--- config.mk ---
export PLATFORM = sky130hd
export DESIGN_NAME = sram_burst_counter
export DESIGN_NICKNAME = d
export VERILOG_FILES = /design/src/rtl/sram_cnt_pkg.sv /design/src/rtl/sram_ch_counter.sv /design/src/rtl/sram_burst_counter.sv
export SDC_FILE = /design/constraint.sdc
export NUM_CORES = 1
export LEC_CHECK = 0
export ABC_AREA = 1
export BUFFER_PORTS_ARGS = -buffer_cell sky130_fd_sc_hd__buf_4
export CAP_MARGIN = 0
export CORE_MARGIN = 4
export CORE_UTILIZATION = 39
export CTS_BUF_LIST = sky130_fd_sc_hd__clkbuf_8
export CTS_CLUSTER_DIAMETER = 100
export DETAILED_ROUTE_END_ITERATION = 8
export HOLD_SLACK_MARGIN = 0.02
export PLACE_DENSITY = 0.63
export SLEW_MARGIN = 0
export SYNTH_ARGS = -nofsm -noshare
export SYNTH_HDL_FRONTEND = slang
export SYNTH_HIERARCHICAL = 1
export SYNTH_SLANG_ARGS = --single-unit
--- constraint.sdc ---
create_clock -name clk -period 2.69 [get_ports clk]
set_clock_uncertainty 0.2 [all_clocks]
set_input_delay 0 -clock clk [delete_from_list [all_inputs] [get_ports clk]]
set_output_delay 0 -clock clk [all_outputs]
set_load 0.05 [all_outputs]
--- src/rtl/sram_cnt_pkg.sv ---
// sram_cnt_pkg
// Shared types, default widths and wrap arithmetic for the multi-channel
// SRAM burst counter.
// Contents:
//   sram_cnt_state_t : burst FSM state encoding (IDLE, RUN, DONE)
//   DEF_CNT_W        : default counter / address width
//   DEF_NUM_CH       : default number of channel counters
//   wrap_hit()       : true when the next step of a counter wraps
//   wrap_step()      : next counter value for one step
// Optional feature macro: SRAM_CNT_DOWN_EN (down counting via the dir argument)
// The helpers work on 32-bit values, so counter widths must stay below 32.
package sram_cnt_pkg;

  typedef enum logic [1:0] {IDLE, RUN, DONE} sram_cnt_state_t;

  localparam int DEF_CNT_W  = 7;
  localparam int DEF_NUM_CH = 4;

  // Effective modulus: a wrap value of 0 selects the full 2^cnt_w range.
  function automatic logic [31:0] wrap_mod(input logic [31:0] wrap_val,
                                           input int unsigned cnt_w);
    return (wrap_val == 32'd0) ? (32'd1 << cnt_w) : wrap_val;
  endfunction

  // A counter sitting at or above the modulus (wrap point lowered between
  // bursts) is treated as wrapping, so its first step lands back in range.
  function automatic logic wrap_hit(input logic [31:0] count,
                                    input logic [31:0] wrap_val,
                                    input int unsigned cnt_w,
                                    input logic        dir);
    logic [31:0] w;
    w = wrap_mod(wrap_val, cnt_w);
    if (dir)
      return (count == 32'd0) || (count >= w);
    else
      return (count >= w - 32'd1);
  endfunction

  function automatic logic [31:0] wrap_step(input logic [31:0] count,
                                            input logic [31:0] wrap_val,
                                            input int unsigned cnt_w,
                                            input logic        dir);
    logic [31:0] w;
    w = wrap_mod(wrap_val, cnt_w);
    if (wrap_hit(count, wrap_val, cnt_w, dir))
      return dir ? (w - 32'd1) : 32'd0;
    else
      return dir ? (count - 32'd1) : (count + 32'd1);
  endfunction

endpackage

--- src/rtl/sram_ch_counter.sv ---
// sram_ch_counter
// One channel of the SRAM burst counter: a wrap counter with a programmable
// wrap point that advances only when stepped.
// Ports:
//   clk      : system clock, rising edge
//   rst      : asynchronous active-high reset, count -> 0
//   clear    : synchronous clear, count -> 0 (beats step)
//   step     : advance the counter by one at the next edge
//   dir      : (SRAM_CNT_DOWN_EN only) 1 = count down
//   wrap_val : wrap point, 0 = full 2^CNT_W range
//   count    : current counter value
//   wrap     : the next step from the current value wraps
// Optional feature macro: SRAM_CNT_DOWN_EN
module sram_ch_counter
  import sram_cnt_pkg::*;
#(
  parameter int CNT_W = DEF_CNT_W
) (
  input  logic             clk,
  input  logic             rst,
  input  logic             clear,
  input  logic             step,
`ifdef SRAM_CNT_DOWN_EN
  input  logic             dir,
`endif
  input  logic [CNT_W-1:0] wrap_val,
  output logic [CNT_W-1:0] count,
  output logic             wrap
);

  logic dir_i;

`ifdef SRAM_CNT_DOWN_EN
  assign dir_i = dir;
`else
  assign dir_i = 1'b0;
`endif

  // Wrap indication is independent of step so the parent can qualify it
  // with its own beat condition.
  assign wrap = wrap_hit(32'(count), 32'(wrap_val), CNT_W, dir_i);

  always_ff @(posedge clk or posedge rst) begin
    if (rst)
      count <= '0;
    else if (clear)
      count <= '0;
    else if (step)
      count <= CNT_W'(wrap_step(32'(count), 32'(wrap_val), CNT_W, dir_i));
  end

endmodule

--- src/rtl/sram_burst_counter.sv ---
// sram_burst_counter
// NUM_CH independent SRAM address wrap counters. A burst FSM steps one
// selected channel for a requested number of beats; every channel keeps its
// pointer between bursts so each buffer resumes where it stopped.
// Ports:
//   clk, rst      : clock (rising edge), asynchronous active-high reset
//   clear         : synchronous clear of all counters, aborts any burst
//   start         : burst request, only looked at in IDLE
//   ch_sel        : channel to step, latched on an accepted start
//   wrap_val      : wrap point (0 = full range), latched on start
//   burst_len     : number of beats, latched on start (0 = immediate done)
//   dir           : (SRAM_CNT_DOWN_EN only) 1 = count down, latched on start
//   cnt_enable    : beat qualifier while running, low stalls the burst
//   busy          : high in RUN and DONE
//   done          : one-cycle pulse at the end of a burst
//   rollover_flag : the active channel wraps on this beat
//   count_out     : current value of the latched channel
//   active_ch     : latched channel index
//   ch_count      : all counters, channel i at [i*CNT_W +: CNT_W]
// Optional feature macro: SRAM_CNT_DOWN_EN
module sram_burst_counter
  import sram_cnt_pkg::*;
#(
  parameter  int CNT_W  = DEF_CNT_W,
  parameter  int NUM_CH = DEF_NUM_CH,
  localparam int CH_W   = $clog2(NUM_CH)
) (
  input  logic                    clk,
  input  logic                    rst,
  input  logic                    clear,
  input  logic                    start,
  input  logic [CH_W-1:0]         ch_sel,
  input  logic [CNT_W-1:0]        wrap_val,
  input  logic [CNT_W-1:0]        burst_len,
`ifdef SRAM_CNT_DOWN_EN
  input  logic                    dir,
`endif
  input  logic                    cnt_enable,
  output logic                    busy,
  output logic                    done,
  output logic                    rollover_flag,
  output logic [CNT_W-1:0]        count_out,
  output logic [CH_W-1:0]         active_ch,
  output logic [NUM_CH*CNT_W-1:0] ch_count
);

  sram_cnt_state_t  state, next_state;
  logic [CH_W-1:0]  ch_q;
  logic [CNT_W-1:0] wrap_q;
  logic [CNT_W-1:0] beats_left;
  logic             dir_q;
  logic             beat;
  logic             accept;

  logic [CNT_W-1:0] cnt_arr  [NUM_CH];
  logic [NUM_CH-1:0] wrap_arr;

  assign accept = (state == IDLE) && start && !clear;

  // A beat never lands in the same cycle as a clear; clear wins.
  assign beat = (state == RUN) && cnt_enable && !clear;

  // Next-state and status outputs.
  always_comb begin
    next_state = state;
    busy       = 1'b0;
    done       = 1'b0;
    case (state)
      IDLE: begin
        if (start)
          next_state = (burst_len == '0) ? DONE : RUN;
      end
      RUN: begin
        busy = 1'b1;
        if (cnt_enable && (beats_left == CNT_W'(1)))
          next_state = DONE;
      end
      DONE: begin
        busy       = 1'b1;
        done       = 1'b1;
        next_state = IDLE;
      end
      default: next_state = IDLE;
    endcase
    if (clear)
      next_state = IDLE;
  end

  always_ff @(posedge clk or posedge rst) begin
    if (rst)
      state <= IDLE;
    else
      state <= next_state;
  end

  // Burst context: channel, wrap point, direction and remaining beats.
  always_ff @(posedge clk or posedge rst) begin
    if (rst) begin
      ch_q       <= '0;
      wrap_q     <= '0;
      beats_left <= '0;
    end else if (clear) begin
      beats_left <= '0;
    end else if (accept) begin
      ch_q       <= ch_sel;
      wrap_q     <= wrap_val;
      beats_left <= burst_len;
    end else if (beat) begin
      beats_left <= beats_left - CNT_W'(1);
    end
  end

`ifdef SRAM_CNT_DOWN_EN
  always_ff @(posedge clk or posedge rst) begin
    if (rst)
      dir_q <= 1'b0;
    else if (accept)
      dir_q <= dir;
  end
`else
  assign dir_q = 1'b0;
`endif

  for (genvar i = 0; i < NUM_CH; i++) begin : g_ch
    sram_ch_counter #(
      .CNT_W(CNT_W)
    ) u_ch (
      .clk     (clk),
      .rst     (rst),
      .clear   (clear),
      .step    (beat && (ch_q == CH_W'(i))),
`ifdef SRAM_CNT_DOWN_EN
      .dir     (dir_q),
`endif
      .wrap_val(wrap_q),
      .count   (cnt_arr[i]),
      .wrap    (wrap_arr[i])
    );
    assign ch_count[i*CNT_W +: CNT_W] = cnt_arr[i];
  end

  assign active_ch     = ch_q;
  assign count_out     = cnt_arr[ch_q];
  assign rollover_flag = (state == RUN) && cnt_enable && wrap_arr[ch_q];

endmodule

==> flow_metrics.env <==
export IMPL_power_density_mw_per_mm2=612
export IMPL_ys_ff_latch=46
export IMPL_drtAntennaViolNets=0
export IMPL_holdWs_ns=0.0299
export IMPL_grt_pass1_wl_um=23200
export IMPL_maxSlewViolCount=0
export IMPL_routed_wl_um=14100
export IMPL_status="finished with violations"
export IMPL_routabilityCongestion=0.930
export IMPL_min_path_type="in2async"
export IMPL_synth_area_leader_cell="dfrtp_1"
export IMPL_clock_power_share=0.138
export IMPL_dr_pass1_iters=4
export IMPL_fin_ws_ns=-0.452
export IMPL_cts_tree="built"
export IMPL_die_w_um=117
export IMPL_p_sw_frac=0.454
export IMPL_rows=39
export IMPL_cp_end_kind="primary output"
export IMPL_p_leak_uw=0.00344
export IMPL_synthArstFlopShare=1.00
export IMPL_syn_cell_area_mm2=0.00461
export IMPL_ys_warn_count=6
export IMPL_die_area_mm2=0.0136
export IMPL_startpoint_type="flip-flop"
export IMPL_synth_ff_type="dfrtp_1"
export IMPL_clock_path_buffers=2
export IMPL_final_nets=955
export IMPL_drive_gt1_frac=0.309
export IMPL_seq_power_share=0.236
export IMPL_p_int_uw=2150
export IMPL_worst_pin_slew_ns=0.720
export IMPL_p_comb_frac=0.627
export IMPL_insertion_delay_ns=0.32
export IMPL_synthDistinctLibCells=31
export IMPL_port_buffers=60
export IMPL_place_area_mm2=0.00566
export IMPL_r2r_start="wrap_q[0]"
export IMPL_violations="negative setup slack"
export IMPL_num_io_pins=61
export IMPL_dieHeight_um=117
export IMPL_diodes=0
export IMPL_htreeDepth=2
export IMPL_synth_edf_count=0
export IMPL_arrival_ns=2.94
export IMPL_cts_root_buf="clkbuf_8"
export IMPL_grt_usage=0.212
export IMPL_finalPower_uw=3930
export IMPL_grt_pass1_vias=4946
export IMPL_layout_common_cells="232 x nand2_1, 130 x buf_4, 86 x inv_1"
export IMPL_cts_made_buffers=5
export IMPL_drt_iter0_markers=271
export IMPL_cap_violations=0
export IMPL_vias=5119
export IMPL_final_common_cell="nand2_1"
export IMPL_antenna_found_initial=0
export IMPL_final_area_mm2=0.00643
export IMPL_reg2reg_slack_ns=0.04
export IMPL_post_route_drc_count=0
export IMPL_grt_ovfl_total=0
export IMPL_fin_crit_sh=1.17
export IMPL_finalCriticalPeriod_ns=3.14
export IMPL_peakVddDrop_uv=409
export IMPL_slew_limit_headroom=0.519
export IMPL_cts_sinks=46
export IMPL_grt_setup_unrepaired="yes"
export IMPL_worst_path_max_fanout=6
export IMPL_reg2reg_depth=17
export IMPL_grt_max_degree=19
export IMPL_dp_hpwl_um=10600
export IMPL_synth_cells=720
export IMPL_syn_nets=786
export IMPL_power_switching_uw=1780
export IMPL_setup_viol=1
export IMPL_synth_avg_cell_area_um2=6.40
export IMPL_synth_top_area_share=0.250
export IMPL_clk_pin_slew_ns=0.10
export IMPL_fmax_mhz=318
export IMPL_synth_area_leaders="dfrtp_1 25%, nand2_1 20%, ha_1 12%"
export IMPL_ys_seq_area_frac=0.250
export IMPL_coreArea_mm2=0.0115
export IMPL_vias_per_cell=4.96
export IMPL_rr_endpoint="g_ch[1].u_ch/count[0]"
export IMPL_hold_viol_final=0
export IMPL_wl_per_cell_um=13.6
export IMPL_area_growth_pct=39.5
export IMPL_worstSetupPathType="reg2out"
export IMPL_cp_required_ns=2.49
export IMPL_start_util=0.402
stage by stage:
step / util / setup WS, ns / instances / TNS [ns]
2_1_floorplan: - / 0.0141 / 720 / 0
3_3_place_gp: 0.494 / -0.153 / 979 / -0.153
3_5_place_dp: 0.494 / -0.220 / 979 / -0.220
4_1_cts: 0.541 / -0.444 / 1024 / -0.444
5_1_grt: 0.561 / -0.652 / 1033 / -2.51
6_report: 0.561 / -0.452 / 1033 / -0.452
power groups by stage:
| stage | Sequential [µW] | Combinational, µW | Clock (µW) |
|---|---|---|---|
| finish | 927 | 2470 | 541 |
| global route | 943 | 2760 | 583 |
| CTS | 924 | 2260 | 552 |
| detailed placement | 936 | 2050 | 0 |
| global placement | 931 | 2000 | 0 |
| floorplan | 951 | 1280 | 0 |
worst max-delay path, cell delays in order (launching register included):
cell     delay (ns)
dfrtp_2        0.48
buf_4          0.16
buf_4          0.12
buf_4          0.14
o21ai_4        0.16
nand2_2        0.07
nor2_1         0.11
nand2_1        0.08
nand2_2        0.09
ha_4           0.20
nand2_1        0.07
nand2_1        0.07
a22oi_2        0.14
nand2_1        0.08
nand2_2        0.08
nand2_1        0.06
nand2_1        0.07
nand4_1        0.13
and2_4         0.18
buf_8          0.14
layer usage:
layer	part of all wire	vias to the layer above	global-route usage
met4	0.029	0	0.0772
li1	-	2593	-
met3	0.040	29	0.0254
met2	0.49	141	0.360
met5	0	-	0
met1	0.44	2356	0.278
cell type report:
cell class	instances	area [µm²]
tap	143	179
clock inverter	3	41.3
multi-input combinational	559	3220
inverter	113	437
sequential	46	1160
timing repair buffer	164	1320
fill	1042	5040
clock buffer	5	68.8
worst max path at each step:
stage | from | to | slack [ns]
after global placement | wrap_q[0] | rollover_flag | -0.15
after CTS | wrap_q[0] | rollover_flag | -0.44
after global routing | wrap_q[0] | rollover_flag | -0.65
final | wrap_q[0] | rollover_flag | -0.45
after detailed placement | wrap_q[0] | rollover_flag | -0.22
after floorplan | wrap_q[0] | rollover_flag | 0.01
sequential cells by signal, summed over array words and instances, names as in the netlist:
signal	flops
g_ch.u_ch/count	28
beats_left	7
wrap_q	7
active_ch	2
state	2
cell families after synthesis:
logic type / Yosys count / synth area share
adders and majority gates: 45 / 0.122
xor gates and xnor gates: 6 / 0.0114
and+or+nand+nor: 466 / 0.457
DFF: 46 / 0.250
AOI/OAI and AO/OA: 42 / 0.0619
buffers and inverters: 115 / 0.0975
Yosys cell counts, drive strengths merged (4+ instances only):
| master | count |
|---|---|
| xnor2 | 4 |
| inv | 111 |
| a21oi | 14 |
| nor2 | 102 |
| ha | 45 |
| dfrtp | 46 |
| nand3 | 74 |
| nor3 | 7 |
| nand4 | 8 |
| o21ai | 16 |
| a22oi | 8 |
| nand2 | 273 |
repair_timing:
item	in CTS	in global routing
endpoints found under the setup margin	3	29
gates cloned	0	0
hold buffers	30	0
pin swaps	22	55
hold endpoints to repair	92	0
gates resized for setup	20	43
buffers inserted	7	9
(Power assumes the default switching activity.)
